==> src/rtl/text_writer.sv <==
// text_writer: turns a host byte stream into text-buffer writes, tracking a cursor
// and handling CR, BS, LF, FF, line wrap, scroll-up and full-screen clear.
module text_writer #(
   parameter int         COLS  = 80,
   parameter int         ROWS  = 30,
   parameter logic [7:0] BLANK = 8'h20
) (
   input  logic        pixel_clock,
   input  logic        reset,
   input  logic [7:0]  in_data,
   input  logic        in_valid,
   output logic        in_ready,
   output logic        buf_wr_en,
   output logic [11:0] buf_wr_addr,
   output logic [7:0]  buf_wr_data,
   output logic [11:0] buf_rd_addr,
   input  logic [7:0]  buf_rd_data,
   output logic [4:0]  cursor_row,
   output logic [6:0]  cursor_col,
   output logic        busy
);
   localparam logic [6:0]  LAST_COL   = 7'(COLS - 1);
   localparam logic [4:0]  LAST_ROW   = 5'(ROWS - 1);
   localparam logic [11:0] COLS12     = 12'(COLS);
   localparam logic [11:0] COPY_END   = 12'(COLS * (ROWS - 1) - 1);
   localparam logic [11:0] FILL_START = 12'(COLS * (ROWS - 1));
   localparam logic [11:0] LAST_ADDR  = 12'(COLS * ROWS - 1);

   typedef enum logic [2:0] {IDLE, WRITE, SCROLL_COPY, SCROLL_FILL, CLEAR} state_t;
   state_t      state;
   logic [7:0]  wr_data_q;
   logic [11:0] cursor_addr;

   assign in_ready    = state == IDLE;
   assign busy        = state != IDLE;
   assign cursor_addr = 12'(cursor_row) * COLS12 + 12'(cursor_col);
   // copy writes forward the read data returned for the previous cycle's read address
   assign buf_wr_data = state == SCROLL_COPY ? buf_rd_data : wr_data_q;

   always_ff @(posedge pixel_clock or negedge reset) begin
      if (!reset) begin
         state       <= IDLE;
         cursor_row  <= '0;
         cursor_col  <= '0;
         buf_wr_en   <= 1'b0;
         buf_wr_addr <= '0;
         wr_data_q   <= '0;
         buf_rd_addr <= '0;
      end else begin
         case (state)
            IDLE: begin
               buf_wr_en <= 1'b0;
               if (in_valid) begin
                  if (in_data >= 8'h20) begin
                     state       <= WRITE;
                     buf_wr_en   <= 1'b1;
                     buf_wr_addr <= cursor_addr;
                     wr_data_q   <= in_data;
                  end else if (in_data == 8'h0D) begin
                     cursor_col <= '0;
                  end else if (in_data == 8'h08) begin
                     if (cursor_col != '0) cursor_col <= cursor_col - 7'd1;
                  end else if (in_data == 8'h0A) begin
                     if (cursor_row != LAST_ROW) cursor_row <= cursor_row + 5'd1;
                     else begin
                        state       <= SCROLL_COPY;
                        buf_rd_addr <= COLS12;
                     end
                  end else if (in_data == 8'h0C) begin
                     state       <= CLEAR;
                     cursor_row  <= '0;
                     cursor_col  <= '0;
                     buf_wr_en   <= 1'b1;
                     buf_wr_addr <= '0;
                     wr_data_q   <= BLANK;
                  end
               end
            end
            WRITE: begin
               buf_wr_en <= 1'b0;
               state     <= IDLE;
               if (cursor_col != LAST_COL) cursor_col <= cursor_col + 7'd1;
               else begin
                  cursor_col <= '0;
                  if (cursor_row != LAST_ROW) cursor_row <= cursor_row + 5'd1;
                  else begin
                     state       <= SCROLL_COPY;
                     buf_rd_addr <= COLS12;
                  end
               end
            end
            SCROLL_COPY: begin
               if (buf_wr_en && buf_wr_addr == COPY_END) begin
                  state       <= SCROLL_FILL;
                  buf_wr_addr <= FILL_START;
                  wr_data_q   <= BLANK;
               end else begin
                  buf_wr_en   <= 1'b1;
                  buf_wr_addr <= buf_wr_en ? buf_wr_addr + 12'd1 : '0;
                  if (buf_rd_addr != LAST_ADDR) buf_rd_addr <= buf_rd_addr + 12'd1;
               end
            end
            SCROLL_FILL, CLEAR: begin
               if (buf_wr_addr == LAST_ADDR) begin
                  state     <= IDLE;
                  buf_wr_en <= 1'b0;
               end else buf_wr_addr <= buf_wr_addr + 12'd1;
            end
            default: state <= IDLE;
         endcase
      end
   end
endmodule
==> config.mk <==
export PLATFORM = sky130hd
export DESIGN_NAME = text_writer
export DESIGN_NICKNAME = d
export VERILOG_FILES = /design/src/rtl/text_writer.sv
export SDC_FILE = /design/constraint.sdc
export NUM_CORES = 1
export LEC_CHECK = 0
export ABC_AREA = 1
export CORE_ASPECT_RATIO = 0.6
export CORE_UTILIZATION = 55
export CTS_BUF_LIST = sky130_fd_sc_hd__clkbuf_16
export DETAILED_ROUTE_END_ITERATION = 12
export GPL_ROUTABILITY_DRIVEN = 0
export PLACE_DENSITY = 0.82
export SETUP_SLACK_MARGIN = 0.5
export SLEW_MARGIN = 0
export SYNTH_ARGS = -nofsm -noshare
export SYNTH_HDL_FRONTEND = slang
export SYNTH_SLANG_ARGS = --single-unit
==> constraint.sdc <==
create_clock -name pixel_clock -period 3.11 [get_ports pixel_clock]
set_input_delay 0.622 -clock pixel_clock [delete_from_list [all_inputs] [get_ports pixel_clock]]
set_output_delay 0.622 -clock pixel_clock [all_outputs]
set_load 0.01 [all_outputs]
==> results.md, run 1 <==
- The via count of the first global-routing pass was 3,954.
- The starting density of the core is a little under three fifths.
- The leakage power is ~2.5 nW.
- Across the VDD grid, the largest voltage drop is 313 uV.
- After synthesis the netlist holds a flip-flop and latch count of 48.
- The worst path meets setup with between 500 and 600 ps of slack.
- Of all nets on the critical path, the largest fanout is 10.
- The count of pins on the block boundary is 66.
- The final period demand of the worst path is about 2500 ps.
- The run finished with clean final reports.
- The number of setup violations in the final report is 0.
- The Yosys warning count is 0.
- After detailed routing, the number of remaining DRC violations is 0.
- The upper clock frequency limit is roughly 400 MHz.
- The initial antenna violation count was 0.
- Counting every net in the synthesized netlist gives between 600 and 700.
- The multi-input combinational cell area is roughly 2600 sq um.
- Synthesis produced a netlist whose cell count is about 640.
- The die covers slightly below 8000 sq um.
- The count of nets after finishing is 740.
- Of the available clock period, the critical path in the final layout requires about four fifths.
- Clock tree synthesis found a total of 48 sinks.
- The wire-length estimate of the detail-placed layout is between 8000 and 9000 microns.
- The area share of and/or/nand/nor cells after synthesis is a little under half.
- The kind of critical path is reg2out.
- Across all register-to-register paths, the minimum setup slack is approximately 670 ps.
- The worst hold path belongs to the class in2async.
- The endpoint required time on the critical path is between 2000 and 2500 ps.
- STA classifies the critical path startpoint as a register.
- The antenna diode instance count is 0.
- The core footprint is just over 7000 sq um.
- Measured along the x axis, the die boundary spans roughly 110 microns.
- Counting the buffers created by CTS gives 5.
- The total instance count after detailed placement is ~800.
- Counting distinct cell types in the post-synthesis netlist gives 37.
- The fraction of layout cells with a size suffix above 1 is 9.38%.
- No sink is reached through more buffers than the 2 on the longest clock path.
- TritonCTS built the clock tree.
- The largest family of logic cells by synthesized area is simple AND/OR/NAND/NOR gates.
- The leading cell type in the layout, fill and taps excluded is sky130_fd_sc_hd__nand2_1.
- For the final routed database, the setup TNS stands at 0 ps.
- The worst setup slack before clock tree synthesis is between 400 and 500 ps.
- The aggregate global-route resource usage is 31.0%.
- The kind of end point of the critical path is an output pin.
- The worst slew margin relative to its limit is between 60% and 70%.
- The hold violation count in the final report is 0.
- The worst-case clock skew is 6.31 ps.
- After clock tree synthesis, the clock-pin slew on the worst setup and hold paths is roughly 70 ps.
- The aggregate routed wire length is between 10,000 and 15,000 microns.
- Setup repair after global routing could not meet its margin everywhere.
- The synthesized-area fraction occupied by ao, oa, aoi and oai cells is under 10%.
- The number of hold buffers added after CTS was 0.
- The worst hold slack after final layout is roughly 320 ps.
- The area of the mapped netlist is between 4000 and 5000 sq um.
- The number of enable-type register cells in the synthesized netlist is 0.
- The detailed-route wire length per cell is 14.4 microns.
- For this run, the register share of the synthesized area comes to around 29%.
- The number of vias per cell is approximately 5.5.
- The relative area change from synthesis to final layout is 21.3%.
- For the pin with the worst max-slew slack, the measured transition is between 500 and 600 ps.
- The total power per unit cell area is around 690 nW/um^2.
- Each instance of the synthesized netlist takes up on average 6.50 sq um.
- The area used by sequential logic in the layout is about 1200 sq um.
- In the synthesized netlist, mux cells make up less than 1% of the area.
- For the worst setup path, the data arrival time is ~1900 ps.
- The later pin in the worst-skew pair is clocked with a latency of around 290 ps.
- The final-layout fill cell count is about 650.
- The first global-routing pass estimated 19,400 microns of wire.
- Across the run, the number of max-cap violations was 0.
- Across all layers, the routed design uses 4,416 vias.
- The H-tree level count is 2.
- The iteration count of the initial detailed-routing pass is 6.
- The total overflow left after global routing is 0.
- The die is 69.2 microns tall.
- Entering global routing, the biggest net connects 28 pins.
- The final number of max-transition violations came to 0.
- The cell sitting at the root of the clock tree is a sky130_fd_sc_hd__clkbuf_16.
- The residual antenna-violating net count after detailed routing is 0.
- In the layout the commonest cells are 244 x sky130_fd_sc_hd__nand2_1, 73 x sky130_fd_sc_hd__nand3_1, 64 x sky130_fd_sc_hd__clkdlybuf4s50_1, 60 x sky130_fd_sc_hd__nor2_1, 54 x sky130_fd_sc_hd__inv_1.
- The number of input and output port buffers inserted is between 60 and 70.
- After Yosys synthesis, XOR and XNOR cells account for 4.23% of the synthesized area.
- In the synthesized netlist the async set-or-reset flop fraction comes to between 90% and 100%.
- For this block, the initial DRC count from the detailed router was 416.
- The number of non-filler instances in the completed layout is a little over 800.
- The most common flop cell mapped by yosys is sky130_fd_sc_hd__dfrtp_1.
- The floorplan row count is 24.
- After Yosys synthesis, full adders, half adders and majority gates account for under 10% of the synthesized area.
-- critical path, stage by stage (launching register included) --
cell,delay (ps)
sky130_fd_sc_hd__dfrtp_1,470
sky130_fd_sc_hd__inv_2,90
sky130_fd_sc_hd__nand2_1,80
sky130_fd_sc_hd__nor2_4,270
sky130_fd_sc_hd__nand2_1,80
sky130_fd_sc_hd__nand2_1,70
sky130_fd_sc_hd__clkdlybuf4s50_1,540
-- timing repair --
| item | in CTS | in global routing |
|---|---|---|
| setup buffers | 0 | 1 |
| resized for setup | 2 | 2 |
| pin swaps | 0 | 1 |
| endpoints found under the setup margin | 8 | 7 |
-- routing by layer --
layer  GRT usage [%]  vias up  share of wire [%]
li1                -     2165                  -
met3            5.68       16                 11
met2            44.0      240                 41
met5               0        -                  0
met4            5.48        0               0.89
met1            49.1     1995                 47
-- through the flow --
stage	power (W)	utilization, %	cell area [sq um]
5_1_grt	0.00372	69.1	5020
6_report	0.00347	69.1	5020
4_1_cts	0.00343	69.0	5010
3_5_place_dp	0.00288	67.0	4870
2_1_floorplan	0.00223	-	4140
3_3_place_gp	0.00282	67.0	4870
-- layout make-up --
type                    count  share of cell area (%)
multi-input cells         515                    52.3
clock buffers               5                    2.49
clock inverters             3                   0.274
repair buffers             71                    13.7
flip-flops and latches     48                    24.0
inverters                  62                    4.68
well taps                 104                    2.59
-- state kept, by name, indices dropped and copies added (netlist names) --
register     cells
buf_rd_addr     12
buf_wr_addr     12
buf_wr_en        1
cursor_col       7
cursor_row       5
state            3
wr_data_q        8
-- logic make-up after synthesis --
kind of cell             count (synthesis)
AND/OR/NAND/NOR                        428
buffers and inverters                   74
AO/OA/AOI/OAI                           48
flip-flops                              48
XOR/XNOR                                20
adder cells (fa/ha/maj)                 18
multiplexers                             1
-- cells in the mapped netlist (2+ instances only) --
cell	instances	area [sq um]
sky130_fd_sc_hd__nand3b_1	2	15.0
sky130_fd_sc_hd__buf_6	4	45.0
sky130_fd_sc_hd__inv_2	7	26.3
sky130_fd_sc_hd__xnor2_1	3	26.3
sky130_fd_sc_hd__o21bai_1	3	22.5
sky130_fd_sc_hd__nor2_2	9	56.3
sky130_fd_sc_hd__inv_1	54	203
sky130_fd_sc_hd__dfrtp_1	48	1200
sky130_fd_sc_hd__ha_1	16	200
sky130_fd_sc_hd__buf_2	4	20.0
sky130_fd_sc_hd__nand4_1	12	75.1
sky130_fd_sc_hd__nand2_1	245	920
sky130_fd_sc_hd__nand3_1	73	365
sky130_fd_sc_hd__o21ai_0	20	100
sky130_fd_sc_hd__fa_1	2	40.0
sky130_fd_sc_hd__nand2_2	10	62.6
sky130_fd_sc_hd__o21ai_2	10	87.6
sky130_fd_sc_hd__nor3_4	2	32.5
sky130_fd_sc_hd__nor2_1	60	225
sky130_fd_sc_hd__buf_4	2	15.0
sky130_fd_sc_hd__nor3_1	5	25.0
sky130_fd_sc_hd__nor2_4	5	56.3
sky130_fd_sc_hd__a21oi_1	6	30.0
sky130_fd_sc_hd__o21ai_1	6	30.0
sky130_fd_sc_hd__xor2_1	17	149
-- where the power goes --
group,switching (W),total (W),internal [W]
Combinational,0.00115,0.00190,0.000752
Clock,0.000254,0.000547,0.000293
Sequential,0.000239,0.00102,0.000784
Total,0.00164,0.00347,0.00183
-- worst paths after layout --
| kind | startpoint | to | depth (start not counted) |
|---|---|---|---|
| worst min register to register | wr_data_q[7]$_DFFE_PN0P_ | wr_data_q[7]$_DFFE_PN0P_ | 2 |
| max in group asynchronous | reset | buf_rd_addr[7]$_DFFE_PN0P_ | 2 |
| min in group pixel_clock | wr_data_q[7]$_DFFE_PN0P_ | wr_data_q[7]$_DFFE_PN0P_ | 2 |
| worst max register to register | cursor_row[3]$_DFFE_PN0P_ | buf_wr_addr[11]$_DFFE_PN0P_ | 13 |
| worst max-delay path | state[2]$_DFFE_PN0P_ | buf_wr_data[6] | 6 |
| worst min-delay path | reset | cursor_row[1]$_DFFE_PN0P_ | 1 |
Power figures use the tool's default switching activity.
==> run 2: changes to the inputs <==
CORE_UTILIZATION = 50   (was 55)
PLACE_DENSITY = 0.78   (was 0.82)
clock period = 2.3 ns   (was 3.11 ns; I/O delays follow)
==> run 2 against run 1 <==
Critical path depth increased by 8. Final cell count rose by 8.5%. Routed wire length increased by 37%. Design area up 22%. Register-to-register slack got worse by 590 ps. Worst hold slack lost 250 ps. First-iteration DRC count is 62% higher. Clock power rose by 34%. Count of clock-buffer cells in the layout is the same. Largest cell class unchanged.
==> results.md, run 2 (synthesis results as in run 1) <==
- The share of total power dissipated in combinational logic is 64.5%.
- The slack of the worst reg-to-reg path is ~80 ps.
- The clock-pin slew reported for the worst setup and hold paths after clock tree synthesis is about 70 ps.
- The die is 72.5 microns tall.
- In this run switching power makes up between 40% and 50% of total power.
- The worst slew margin relative to its limit is about 75%.
- The count of buffer and inverter cells on the critical path is 4.
- The tree is rooted in a sky130_fd_sc_hd__clkbuf_16.
- The final number of max-transition violations is 0.
- Walking the worst path, the cells encountered are buf_4 -> buf_6 -> buf_6 -> inv_6 -> ha_4 -> nand2_4 -> nor2_4 -> nor2_2 -> nor3_2 -> nand2_1 -> nor2_4 -> nand2_4 -> nand2_1 -> nand2_1.
- Leaving out fill and tap cells, the most frequent cell in the layout is sky130_fd_sc_hd__nand2_1.
- The final instance area is 6130 sq um.
- The via count of the first global-routing pass is about 4,300.
- The endpoint required time on the critical path is about 2500 ps.
- The origin of the critical flop-to-flop path is cursor_row[1]$_DFFE_PN0P_.
- The internal portion of the total power is about 0.0030 W.
- The number of DRC markers in iteration 0 is between 600 and 700.
- Setup repair after global routing could not meet its margin everywhere.
- The top cell types in the final layout, fill and taps aside, are 202 x sky130_fd_sc_hd__nand2_1, 59 x sky130_fd_sc_hd__nand3_1, 48 x sky130_fd_sc_hd__nor2_1, 48 x sky130_fd_sc_hd__inv_1, 44 x sky130_fd_sc_hd__buf_4.
- The floorplan step set the die width to approximately 120 microns.
- Summed over all nets, the half-perimeter wirelength after detailed placement is 8980 microns.
- The overall power is 0.00587 W.
- The floorplan row count is 25.
- The clock net in this run drives a total of 48 sinks.
- Entering global routing, the biggest net connects 35 pins.
- From synthesis to final layout, the design area changed by 47.9%.
- The number of vias per cell is roughly 6.
- The die covers between 8000 and 9000 sq um.
- The number of setup violations in the final report is 0.
- The initial antenna violation count is 0.
- The fraction of layout cells with a size suffix above 1 is between 30 and 40%.
- Global routing consumed, over all layers together, a little under a third of the routing resources.
- Among cell families on the critical path, the largest total delay comes from simple AND/OR/NAND/NOR gates.
- The most critical setup path has its endpoint at buf_rd_addr[8]$_DFFE_PN0P_.
- The kind of end point of the critical path is a register.
- The number of buffers inserted during clock tree synthesis is 5.
- The worst setup path is of the reg2reg kind.
- The standard cell area after detailed placement is just over 5000 sq um.
- The critical path starts at cursor_row[1]$_DFFE_PN0P_.
- The cell seen most often among critical-path stages is sky130_fd_sc_hd__nand2_1.
- STA classifies the critical path startpoint as a register.
- The number of design rule violations left after detail routing is 0.
- In this run the remaining antenna-violating nets after routing total 0.
- The clock insertion delay at the later pin of the skew report is approximately 300 ps.
- The clock tree buffer depth is 2.
- Based on the critical path, the design can be clocked at up to 450 MHz.
- 66 I/O pins were placed.
- The final period demand of the worst path is ~2200 ps.
- Of the total power, registers draw a little under a quarter.
- The detailed router placed between 5,000 and 6,000 vias in this run.
- The quantity of hold-fixing buffers added after cts is 0.
- The clock group share of total power is 12.5%.
- For this run the aggregate overflow at the end of global routing stands at 0.
- The detailed-route wire length per cell is between 15 and 20 microns.
- The leakage power is 3.01 nW.
- After detailed routing, the total wire length is approximately 16,000 microns.
- The analysis attributes to net switching a power of 0.00287 W.
- The number of non-filler instances in the completed layout is just under 900.
- The final critical path takes up between 90% and 100% of the cycle.
- The count of nets after finishing is about 810.
- The flow ran to the end, and the final reports show no timing, DRC or antenna violations.
- For this design, the slowest cell found on the critical path is sky130_fd_sc_hd__dfrtp_2.
- In this run the worst path has a maximum fanout of 6.
- The end of the worst register-to-register path is buf_rd_addr[8]$_DFFE_PN0P_.
- The H-tree level count is 2.
- For this run, the share of the core covered by cells in the final layout is 77.1%.
- For this design the ratio of total power to cell area is ~960 nW/um^2.
- The iteration count of the initial detailed-routing pass is 5.
- The largest single stage delay on the critical path is 440 ps.
- VDD sags by at most 585 uV.
- Once placement completed, the tool counted placed cells totaling 820.
- Max-cap violations in this run came to 0.
- The instance count on the critical path is 14.
- The number of input and output port buffers inserted is 65.
- The core footprint is between 7000 and 8000 sq um.
- The number of cells on the worst reg-to-reg path is 14.
- The first global-routing pass estimated between 20,000 and 25,000 microns of wire.
- The path class of the tightest hold or removal check is in2async.
- The clock tree from TritonCTS is built.
- The largest registers in the layout are buf_rd_addr (12), buf_wr_addr (12), wr_data_q (8).
- The number of antenna diodes in the final layout is 0.
- At the pin with the least slew margin, the transition time is 379 ps.
- Adding up every negative setup slack in the final design gives 0 ps.
- For this configuration, the core starts out at a cell density of a little over half.
- The critical path arrival is about 2400 ps.
- The hold violation count in the final report is 0.
- The worst-case clock skew is 7.74 ps.
==> run 2: cell count changes in the layout (fill, tap and decap cells not counted), moves of 11 or more <==
cell                              delta
sky130_fd_sc_hd__buf_6              +24
sky130_fd_sc_hd__nand3_2            +12
sky130_fd_sc_hd__clkdlybuf4s50_1    -28
sky130_fd_sc_hd__nand2_2            +32
sky130_fd_sc_hd__dfrtp_1            -14
sky130_fd_sc_hd__nand2_4            +11
sky130_fd_sc_hd__nand2_1            -42
sky130_fd_sc_hd__nand3_1            -14
sky130_fd_sc_hd__dlygate4sd2_1      +14
sky130_fd_sc_hd__buf_4              +38
sky130_fd_sc_hd__dfrtp_2            +14
sky130_fd_sc_hd__nor2_1             -12
sky130_fd_sc_hd__o21ai_0            -12
==> run 2: timing repair <==
action,CTS,global route
setup buffers,21,23
resized for setup,116,122
pin swaps,21,48
cloned,6,0
setup endpoints to repair,75,75
==> run 2: layer usage <==
layer  vias to the layer above  wire [microns]  GRT usage (%)
met5                         -               0              0
met4                         0             875           9.31
met3                       119            2060           6.68
met2                       441            6740           46.9
met1                      2402            6300           45.6
li1                       2307               -              -
==> run 2: worst min path at each step <==
stage	endpoint	slack, ps	from
after floorplan	buf_rd_addr[0]$_DFFE_PN0P_	160	reset
final	wr_data_q[0]$_DFFE_PN0P_	70	reset
after detailed placement	wr_data_q[0]$_DFFE_PN0P_	400	reset
after CTS	wr_data_q[0]$_DFFE_PN0P_	80	reset
after global routing	wr_data_q[0]$_DFFE_PN0P_	100	reset
after global placement	wr_data_q[0]$_DFFE_PN0P_	400	reset
==> run 2: cell type report <==
| class | instances | area (sq um) |
|---|---|---|
| well taps | 108 | 135 |
| repair inverters | 1 | 7.51 |
| fillers | 529 | 1820 |
| clock inverters | 2 | 7.51 |
| repair buffers | 134 | 1240 |
| flip-flops and latches | 48 | 1220 |
| clock buffers | 5 | 125 |
| inverters | 62 | 255 |
| multi-input cells | 517 | 3140 |
==> run 2: power groups by stage <==
| stage | Clock, W | Combinational [W] | Sequential [W] |
|---|---|---|---|
| finish | 0.000732 | 0.00379 | 0.00135 |
| global route | 0.000765 | 0.00401 | 0.00137 |
| detailed placement | 0 | 0.00273 | 0.00132 |
| global placement | 0 | 0.00269 | 0.00132 |
| CTS | 0.000732 | 0.00301 | 0.00131 |
| floorplan | 0 | 0.00168 | 0.00136 |
==> run 2: through the flow <==
stage	hold slack, ps	worst slack (ps)
global placement	397	45.2
global route	98.4	24.2
floorplan	164	180
detailed placement	397	0.293
finish	69.9	79.5
CTS	82.3	173
==> run 2: worst reg2reg max path: stages, from the launching register on <==
cell and delay [ps]:
sky130_fd_sc_hd__dfrtp_2 440, sky130_fd_sc_hd__buf_4 150, sky130_fd_sc_hd__buf_6 110, sky130_fd_sc_hd__buf_6 120
sky130_fd_sc_hd__inv_6 60, sky130_fd_sc_hd__ha_4 130, sky130_fd_sc_hd__nand2_4 50, sky130_fd_sc_hd__nor2_4 120
sky130_fd_sc_hd__nor2_2 50, sky130_fd_sc_hd__nor3_2 180, sky130_fd_sc_hd__nand2_1 120, sky130_fd_sc_hd__nor2_4 240
sky130_fd_sc_hd__nand2_4 150, sky130_fd_sc_hd__nand2_1 130, sky130_fd_sc_hd__nand2_1 70
==> run 3: changes to the inputs <==
CAP_MARGIN = 20   (was default)
REMOVE_ABC_BUFFERS = 1   (was default)
==> run 3 against run 2 <==
Worst setup slack improved by 3.8 ps. Combinational power decreased by 7.9%. Fmax increased by 0.17%. Core utilization is 1.4 points lower. Critical path depth down 1. Routed wire length down 5.7%. First-iteration DRC count up 20%. Register-to-register slack about the same. The run now ends with design-rule violations left.
==> results.md, run 3 (synthesis results as in run 1) <==
- The run finished, with violations left.
- The checks that failed: design-rule violations.
- The peak per-stage delay on the critical path is 520 ps.
- In this run, CTS created clock tree buffers numbering 5.
- The hold violation count in the final report was 0.
- The core region is 7950 sq um.
- The final number of max-transition violations came to 0.
- Walking the worst path, the cells encountered are ha_4 -> ha_4 -> fa_1 -> nand2_1 -> nor2_1 -> nand2_1 -> a21oi_2 -> nand2_1 -> nand2_1 -> nand2_2 -> nand2_2 -> nand2_1 -> nand2_1.
- The top cell types in the final layout, fill and taps aside, are 214 x sky130_fd_sc_hd__nand2_1, 59 x sky130_fd_sc_hd__nand3_1, 51 x sky130_fd_sc_hd__nor2_1, 51 x sky130_fd_sc_hd__inv_1, 44 x sky130_fd_sc_hd__buf_4.
- Headroom to the max-slew limit came out at between 50% and 60%.
- In this run the deepest clock path goes through 2 buffers.
- The overall power is slightly below 0.006 W.
- The post-layout worst setup margin is about 83 ps.
- The total power per unit cell area is between 900 and 1000 nW/um^2.
- The endpoint required time on the critical path is about 2500 ps.
- In this design, the critical path's most frequently occurring cell is sky130_fd_sc_hd__nand2_1.
- The initial utilization of the core area, before any placement, comes to 52.1%.
- The kind of end point of the critical path is a register.
- The chip height is around 72 microns.
- Setup violations remaining at the end of the flow were counted as 0.
- After detailed routing, the number of vias per cell comes to between 5 and 6.
- The relative area change from synthesis to final layout is 45.2%.
- Clock-pin slew was measured on the worst setup and hold paths at approximately 80 ps.
- The number of maximum-capacitance constraint violations is 0.
- Along the worst path, the maximum fanout reaches 2.
- The fraction of layout cells with a size suffix above 1 is around 29%.
- The x dimension of the die is between 100 and 150 microns.
- The fraction of the core area covered by cells at the end of the flow is 75.7%.
- The area enclosed by the die boundary is ~8700 sq um.
- After floorplanning, the core was divided into 25 placement rows.
- The total half-perimeter wirelength after legalization and detailed placement is between 8000 and 9000 microns.
- The tightest min-delay check is of the in2async type.
- The multi-input combinational cells in the finished layout cover a total of about 3000 sq um.
- The number of vias after detailed routing is about 5,000.
- The kind of launch point of the worst setup path is a register.
- In this run, post-CTS hold repair placed 0 buffers.
- Entering global routing, the biggest net connects 22 pins.
- The period utilization is between 90% and 100%.
- Final hold analysis gives a worst-case slack of between 150 and 200 ps.
- Dividing the detail-routed wire length by the instance count gives approximately 17 microns.
- After global routing the overflow that remains totals 0.
- For this run, the top clock speed supported by timing is around 450 MHz.
- In the global route stage, overall resource usage came out at roughly a third.
- The first detailed-routing pass took 12 iterations.
- The number of DRC markers in iteration 0 is around 810.
- The analysis attributes to cell leakage a power of around 3.0 nW.
- The worst register-to-register path begins at cursor_row[3]$_DFFE_PN0P_.
- In the routed design, unresolved DRC markers number 1.
- In this run, placement finished with an instance count of ~820.
- Subtracting the final worst setup slack from the clock period gives ~2200 ps.
- The slowest stage of the critical path belongs to the cell sky130_fd_sc_hd__fa_1.
- The initial antenna violation count is 0.
- The count of nets left with antenna violations once routing finished came out at 0.
- The number of cells on the worst reg-to-reg path is 13.
- Timing analysis after detailed placement gives a worst setup slack of 30.7 ps.
- The via count of the first global-routing pass came to about 4,400.
- The slack of the worst reg-to-reg path is ~83 ps.
- The area used by sequential logic in the layout is approximately 1200 sq um.
- Fill cells in the final layout number ~540.
- The worst-case clock skew is 15.8 ps.
- The first global-routing pass estimated 21,600 microns of wire.
- Counting every sink on the clock net gives between 40 and 50.
- The worst register-to-register path ends at buf_wr_addr[11]$_DFFE_PN0P_.
- CTS built an H-tree with a depth of 2.
- Across the VDD grid, the largest voltage drop is approximately 660 uV.
- The antenna diode instance count is 0.
- Setup repair after global routing could not meet its margin everywhere.
- For the worst setup path, the data arrival time is around 2500 ps.
- During placement, the flow inserted port buffers numbering 65.
- The count of nets after finishing is 797.
- The largest registers in the layout are buf_rd_addr (12), buf_wr_addr (12), wr_data_q (8).
- The library cell used most frequently in the layout, excluding fill and tap cells, is sky130_fd_sc_hd__nand2_1.
- The clock insertion delay at the later pin of the skew report is between 300 and 400 ps.
- The clock tree from TritonCTS is built.
- The transition time at the pin with the least slew margin is approximately 610 ps.
- The count of pins on the block boundary is between 60 and 70.
- The worst setup path is of the reg2reg kind.
- The aggregate routed wire length is 15,100 microns.
- The number of non-filler instances in the completed layout is between 800 and 900.
- The cell chosen for the clock root is sky130_fd_sc_hd__clkbuf_16.
==> run 3: cell types whose count changed in the layout (fill, tap and decap cells not counted), sizes merged <==
cell,before,now
dlygate4sd2,14,10
clkinv,2,1
bufinv,0,3
nand2,259,258
buf,79,72
dlymetal6s2s,4,8
clkinvlp,1,0
clkdlybuf4s50,36,37
clkbuf,6,5
inv,62,61
==> run 3: worst max-delay path, delay by kind of cell (launching register included) <==
kind | cells | cell delay, ps
AO/OA/AOI/OAI | 1 | 150
AND/OR/NAND/NOR | 9 | 620
flip-flops | 1 | 430
adder cells (fa/ha/maj) | 3 | 950
==> run 3: through the flow <==
stage | TNS (ps) | cell area [sq um]
2_1_floorplan | 0 | 4050
3_3_place_gp | 0 | 5010
3_5_place_dp | 0 | 5010
4_1_cts | 0 | 5590
5_1_grt | -81.9 | 6010
6_report | 0 | 6010
==> run 3: cell type report <==
class	count	share of cell area, %
clock buffer	5	2.08
clock inverter	3	1.50
inverter	62	4.20
multi-input combinational	516	49.9
sequential	48	20.4
tap	108	2.25
timing repair buffer	127	19.7
==> run 3: routing by layer <==
metal  routed length [microns]  track usage [%]
met3                      1700             8.88
met4                       707             11.8
met1                      5970             41.2
met5                         0                0
met2                      6680             50.9
==> run 3: how the worst max path moves through the flow <==
stage,cells past startpoint,startpoint,to
floorplan,11,cursor_row[1]$_DFFE_PN0P_,buf_wr_addr[9]$_DFFE_PN0P_
global placement,10,in_data[6],buf_rd_addr[11]$_DFFE_PN0P_
detailed placement,11,in_data[6],buf_rd_addr[0]$_DFFE_PN0P_
CTS,13,cursor_row[1]$_DFFE_PN0P_,buf_wr_addr[11]$_DFFE_PN0P_
global route,13,cursor_row[3]$_DFFE_PN0P_,buf_wr_addr[11]$_DFFE_PN0P_
finish,13,cursor_row[3]$_DFFE_PN0P_,buf_wr_addr[11]$_DFFE_PN0P_
==> run 3: power by group <==
part           total [W]  switching, W  internal [W]
Sequential       0.00133      0.000262       0.00107
Combinational    0.00349       0.00210       0.00139
Clock            0.00110      0.000365      0.000734
==> run 3: repair_timing <==
item	CTS	global route
endpoints found under the setup margin	67	77
pin swaps	18	33
buffers inserted	21	14
gates cloned	3	1
gates resized for setup	109	93
